[src/rtl/mic_pkg.sv]
// mic_pkg: shared constants and FSM type for the microphone sample arbiter
// Contents: channel/width limits, timestamp width, grant-index width, FSM states.
package mic_pkg;
   localparam int MIC_MAX_CH = 8;
   localparam int MIC_DW     = 32;
   localparam int MIC_TS_W   = 16;
   localparam int MIC_IDX_W  = $clog2(MIC_MAX_CH);
   typedef enum logic [1:0] {IDLE, RUN, DRAIN} mic_state_e;
endpackage

[src/rtl/mic_rr_arbiter.sv]
// mic_rr_arbiter: round-robin grant among requesting channels
// Ports: req_i request vector, last_i previous grant index,
//        gnt_o one-hot grant, idx_o grant index, any_o some request granted.
module mic_rr_arbiter
   import mic_pkg::*;
#(
   parameter int N = 4
) (
   input  logic [N-1:0]         req_i,
   input  logic [MIC_IDX_W-1:0] last_i,
   output logic [N-1:0]         gnt_o,
   output logic [MIC_IDX_W-1:0] idx_o,
   output logic                 any_o
);
   int best;
   always_comb begin
      idx_o = '0;
      any_o = 1'b0;
      gnt_o = '0;
      best  = N;
      // distance 0 is the channel right after last_i; the nearest requester wins
      for (int i = 0; i < N; i++) begin
         if (req_i[i] && ((i + N - 1 - int'(last_i)) % N) < best) begin
            best  = (i + N - 1 - int'(last_i)) % N;
            idx_o = MIC_IDX_W'(i);
            any_o = 1'b1;
         end
      end
      for (int i = 0; i < N; i++) gnt_o[i] = any_o && (idx_o == MIC_IDX_W'(i));
   end
endmodule

[src/rtl/mic_sample_arbiter.sv]
// mic_sample_arbiter: merges per-channel CIC sample strobes into one output stream
// Ports: clk/rst (sync, active-high), enable capture enable,
//        ch_data/ch_valid per-channel samples and strobes,
//        out_data/out_ch/out_valid/out_ready output handshake,
//        overrun sticky drop flags with clr_overrun, busy in RUN or DRAIN.
// Option: MIC_SAMPLE_ARBITER_TIMESTAMP_EN adds out_ts, the capture cycle count.
module mic_sample_arbiter
   import mic_pkg::*;
#(
   parameter int NUM_CH = 4,
   parameter int DW     = MIC_DW
) (
   input  logic                 clk,
   input  logic                 rst,
   input  logic                 enable,
   input  logic [NUM_CH*DW-1:0] ch_data,
   input  logic [NUM_CH-1:0]    ch_valid,
   output logic [DW-1:0]        out_data,
   output logic [MIC_IDX_W-1:0] out_ch,
   output logic                 out_valid,
   input  logic                 out_ready,
   output logic [NUM_CH-1:0]    overrun,
   input  logic                 clr_overrun,
   output logic                 busy
`ifdef MIC_SAMPLE_ARBITER_TIMESTAMP_EN
   ,
   output logic [MIC_TS_W-1:0]  out_ts
`endif
);
   mic_state_e state_q, state_d;
   logic [NUM_CH-1:0] full_q, full_d, ovr_q, ovr_d, cap, load, gnt;
   logic [DW-1:0] hold_q [NUM_CH];
   logic [MIC_IDX_W-1:0] last_q, last_d, out_ch_q, out_ch_d, idx;
   logic [DW-1:0] out_data_q, out_data_d;
   logic out_valid_q, out_valid_d, can_load, any, empty;

   // requests are gated so no grant is issued while the output is stalled
   mic_rr_arbiter #(.N(NUM_CH)) u_rr (
      .req_i (can_load ? full_q : '0),
      .last_i(last_q),
      .gnt_o (gnt),
      .idx_o (idx),
      .any_o (any)
   );

   always_comb begin
      can_load    = !out_valid_q || out_ready;
      cap         = (state_q == RUN) ? ch_valid : '0;
      // a hold accepts a new sample when empty or emptied by this cycle's grant
      load        = cap & (~full_q | gnt);
      full_d      = (full_q & ~gnt) | cap;
      ovr_d       = (clr_overrun ? '0 : ovr_q) | (cap & full_q & ~gnt);
      out_valid_d = can_load ? any : out_valid_q;
      out_ch_d    = any ? idx : out_ch_q;
      last_d      = any ? idx : last_q;
      out_data_d  = out_data_q;
      for (int i = 0; i < NUM_CH; i++) if (gnt[i]) out_data_d = hold_q[i];
      empty       = (full_q == '0) && !out_valid_q;
      state_d     = (state_q == IDLE) ? (enable ? RUN : IDLE) :
                    enable ? RUN :
                    (state_q == RUN || !empty) ? DRAIN : IDLE;
   end

   always_ff @(posedge clk) begin
      if (rst) begin
         state_q     <= IDLE;
         full_q      <= '0;
         ovr_q       <= '0;
         last_q      <= MIC_IDX_W'(NUM_CH - 1);
         out_valid_q <= 1'b0;
         out_data_q  <= '0;
         out_ch_q    <= '0;
      end else begin
         state_q     <= state_d;
         full_q      <= full_d;
         ovr_q       <= ovr_d;
         last_q      <= last_d;
         out_valid_q <= out_valid_d;
         out_data_q  <= out_data_d;
         out_ch_q    <= out_ch_d;
      end
   end

   // sample storage needs no reset: full_q alone says whether it is live
   always_ff @(posedge clk) begin
      for (int i = 0; i < NUM_CH; i++) if (load[i]) hold_q[i] <= ch_data[i*DW +: DW];
   end

`ifdef MIC_SAMPLE_ARBITER_TIMESTAMP_EN
   logic [MIC_TS_W-1:0] ts_cnt_q, out_ts_q;
   logic [MIC_TS_W-1:0] ts_q [NUM_CH];
   logic [MIC_TS_W-1:0] out_ts_d;
   always_comb begin
      out_ts_d = out_ts_q;
      for (int i = 0; i < NUM_CH; i++) if (gnt[i]) out_ts_d = ts_q[i];
   end
   always_ff @(posedge clk) begin
      if (rst) begin
         ts_cnt_q <= '0;
         out_ts_q <= '0;
      end else begin
         ts_cnt_q <= ts_cnt_q + 1'b1;
         out_ts_q <= out_ts_d;
      end
   end
   always_ff @(posedge clk) begin
      for (int i = 0; i < NUM_CH; i++) if (load[i]) ts_q[i] <= ts_cnt_q;
   end
   assign out_ts = out_ts_q;
`endif

   assign out_data  = out_data_q;
   assign out_ch    = out_ch_q;
   assign out_valid = out_valid_q;
   assign overrun   = ovr_q;
   assign busy      = (state_q != IDLE);
endmodule
[config.mk]
export PLATFORM = sky130hd
export DESIGN_NAME = mic_sample_arbiter
export DESIGN_NICKNAME = d
export VERILOG_FILES = /design/src/rtl/mic_pkg.sv /design/src/rtl/mic_rr_arbiter.sv /design/src/rtl/mic_sample_arbiter.sv
export SDC_FILE = /design/constraint.sdc
export NUM_CORES = 1
export LEC_CHECK = 0
export CORE_ASPECT_RATIO = 0.75
export CORE_MARGIN = 4
export CORE_UTILIZATION = 40
export DETAILED_ROUTE_END_ITERATION = 7
export GPL_TIMING_DRIVEN = 0
export PLACE_DENSITY = 0.72
export SYNTH_ARGS = -nofsm -noshare
export SYNTH_HDL_FRONTEND = slang
export SYNTH_HIERARCHICAL = 1
export SYNTH_SLANG_ARGS = --single-unit
[constraint.sdc]
create_clock -name clk -period 10.9 [get_ports clk]
set_input_delay 3.27 -clock clk [delete_from_list [all_inputs] [get_ports clk]]
set_output_delay 3.27 -clock clk [all_outputs]
set_load 0.01 [all_outputs]
==> out/qor.csv <==
stage;metric;value;unit
final_layout;areaGrowthSynthToFinish;37.5;%
sta;hold_violations;0;
sta;skew;0.0140;ns
global_routing;grt_start_max_net_pins;22;
power_and_ir_drop;power.share.clock;0.325;
synth;seq_area_frac_synth;0.652;
clock_tree;clock_latency;0.42;ns
synth;ys_ff_latch;176;
synth;yosys_warnings;6;
final_layout;mostFrequentLayoutCell;clkdlybuf4s50_1;
route;drc;0;
sta;fin_setup_tns;0;ns
clock_tree;htree_levels;4;
run_status;status;completed;
critical_path;critPathMaxFanout;19;
critical_path;path_class;in2reg;
synth;synth_nets;680;
flow_run;cap_viol_max_count;0;
place;dpl_worst_slack;0.677;ns
power_and_ir_drop;p_switching;0.000500;W
clock_tree;cts_tree;done;
critical_path;endpoint_kind;flip-flop;
clock_tree;root_buffer;clkbuf_16;
power_and_ir_drop;p_comb_frac;0.231;
place;placedInstanceArea;0.00957;mm²
synth;synth_cell_types;44;
power_and_ir_drop;p_seq_frac;0.444;
route;wl_per_cell;20.1;µm
place;dp_hpwl;14600;µm
route;wirelength;19800;µm
global_routing;grt_pass1_vias;5328;
final_layout;antennaDiodeCount;0;
clock_tree;hold_buffers;0;
critical_path;required;11.03;ns
synth;synth_ff_type;edfxtp_1;
global_routing;grt_util_all_layers;0.194;
clock_tree;cts_resized;0;
synth;synthCells;531;
sta;timing.fmax;102;MHz
final_layout;final_cell_mix;176 x clkdlybuf4s50_1, 128 x edfxtp_1, 48 x dfxtp_1;
sta;timing.hold.ws;0.467;ns
synth;async_reset_ff_frac;0;
route;via_per_inst;5.10;
floorplanning;die-width;165;µm
sta;tightest_slew;0.834;ns
place;gp_congestion;0.832;
power_and_ir_drop;leakagePower;3.39;nW
sta;min_period;9.81;ns
critical_path;start_kind;input port;
clock_tree;cts_setup_buffers;0;
global_routing;grt-ovfl-total;0;
power_and_ir_drop;power_switching_share;0.277;
hold_path;hold_class;reg2reg;
final_layout;fill_cells;1452;
floorplanning;die_area;0.0207;mm²
route;drt_iter0_drc;397;
floorplanning;die_h;126;µm
floorplanning;ios;178;
route;vias;5019;
sta;fin_crit_sh;0.900;
clock_tree;clock-sinks;176;
clock_tree;clkSlewWorstSetupHoldPaths;0.06;ns
critical_path;cp.arrival;9.94;ns
sta;setup_viol;0;
clock_tree;clockBufferDepth;2;
sta;relSlewSlack;0.444;
sta;fin_ws;1.09;ns
global_routing;antenna_found_initial;0;
final_layout;fin_nets;879;
floorplanning;start_util;0.412;
final_layout;drive_above_1_share;0.174;
route;ant_nets;0;
sta;finalMaxSlewViolations;0;
clock_tree;numCtsBuffers;17;
floorplanning;coreArea;0.0179;mm²
power_and_ir_drop;p_int;0.00131;W
power_and_ir_drop;vdd.ir_drop.worst;90.9;µV
synth;synth_edf_count;128;
critical_path;rrSetupSlack;4.09;ns
sta;rsz0062_at_grt;no;
place;portBuffers;176;
synth;syn_area_per_cell;13.9;µm²
floorplanning;rows;42;
global_routing;grt_pass1_wl;30100;µm
power_and_ir_drop;p_per_area;178;mW/mm²
synth;synth_area;0.00737;mm²
final_layout;stdcell_area;0.0101;mm²
route;dr.pass1.iters;5;
==> sequential cells by signal, summed over array words and instances, names as in the netlist <==
register and flops:
full_q 4, out_ch 2, out_valid 1, last_q 3, hold_q 128, out_data 32, state_q 2, overrun 4
==> power by group through the flow <==
stage / clock (W) / combinational, W / sequential, W
3_5_place_dp: 0 / 0.000418 / 0.000815
5_1_grt: 0.000632 / 0.000452 / 0.000807
2_1_floorplan: 0 / 0.000218 / 0.000823
4_1_cts: 0.000599 / 0.000420 / 0.000802
3_3_place_gp: 0 / 0.000403 / 0.000815
6_report: 0.000588 / 0.000417 / 0.000802
==> synthesized netlist by cell type (2+ instances only) <==
master,count,area [µm²]
nor2_1,51,191
nor4b_1,2,17.5
buf_4,2,15.0
o21ai_0,6,30.0
and3b_1,2,17.5
nand3b_1,2,15.0
nand2b_1,34,213
clkbuf_1,15,56.3
dfxtp_1,48,961
and2_1,7,43.8
nand2_1,43,161
nor2b_1,7,43.8
mux2_4,2,30.0
inv_1,14,52.6
edfxtp_1,128,3840
a21oi_1,10,50.1
a311oi_2,32,480
buf_6,5,56.3
a211o_1,3,26.3
nor3_1,3,15.0
or2_2,2,12.5
o211ai_1,35,263
a32oi_1,4,35.0
mux2i_1,2,20.0
ha_1,12,150
buf_2,9,45.0
mux2_2,34,383
==> final timing paths <==
check                         start                       to  depth (start not counted)
min reg2reg   state_q[1]$_SDFF_PP0_    state_q[1]$_SDFF_PP0_                          1
max reg2reg  out_valid$_SDFFE_PP0N_  hold_q[2][31]$_DFFE_PP_                         23
min           state_q[1]$_SDFF_PP0_    state_q[1]$_SDFF_PP0_                          1
max                       out_ready  hold_q[2][31]$_DFFE_PP_                         24
==> logic make-up after synthesis <==
kind of cell               share of synthesized area
AOI/OAI and AO/OA                              0.131
adders and majority gates                     0.0204
buffers and inverters                         0.0317
DFF                                            0.652
muxes                                         0.0587
other                                       0.000509
and+or+nand+nor                                0.106
==> area by class of cell <==
cell class	count	area (µm²)	share of cell area
inverter	14	52.6	0.00518
clock buffer	20	457	0.0451
clock inverter	11	105	0.0104
buffer	33	181	0.0179
multi-input combinational	308	2360	0.233
timing repair buffer	180	1870	0.185
tap	242	303	0.0299
sequential	176	4800	0.474
==> metrics by stage <==
stage | power [W] | utilization | cells
2_1_floorplan | 0.00104 | - | 531
3_3_place_gp | 0.00122 | 0.528 | 949
3_5_place_dp | 0.00123 | 0.536 | 953
4_1_cts | 0.00182 | 0.567 | 984
5_1_grt | 0.00189 | 0.567 | 984
6_report | 0.00181 | 0.567 | 984
==> worst max-delay path: stages <==
cell	delay, ns
clkdlybuf4s50_1	0.45
nand2b_1	0.18
and2_1	0.26
inv_1	0.13
or2_2	0.33
ha_1	0.31
and4bb_1	0.26
a21boi_4	0.17
a21oi_4	0.29
mux2_4	0.35
ha_1	0.30
nor4b_1	0.24
o211ai_1	0.15
o21ai_2	0.36
mux2_2	0.39
ha_1	0.31
a21oi_1	0.07
o21ai_0	0.37
and3_1	0.31
clkbuf_2	0.26
buf_2	0.30
nor2b_1	0.15
nor2_4	0.47
buf_16	0.24
==> routing by layer <==
metal / routed length, µm / global-route usage / vias to the layer above
li1: - / - / 2377
met3: 1600 / 0.0549 / 19
met5: 0 / 0 / -
met1: 9280 / 0.281 / 2425
met2: 8610 / 0.286 / 198
met4: 287 / 0.0538 / 0
(Power assumes the default switching activity.)
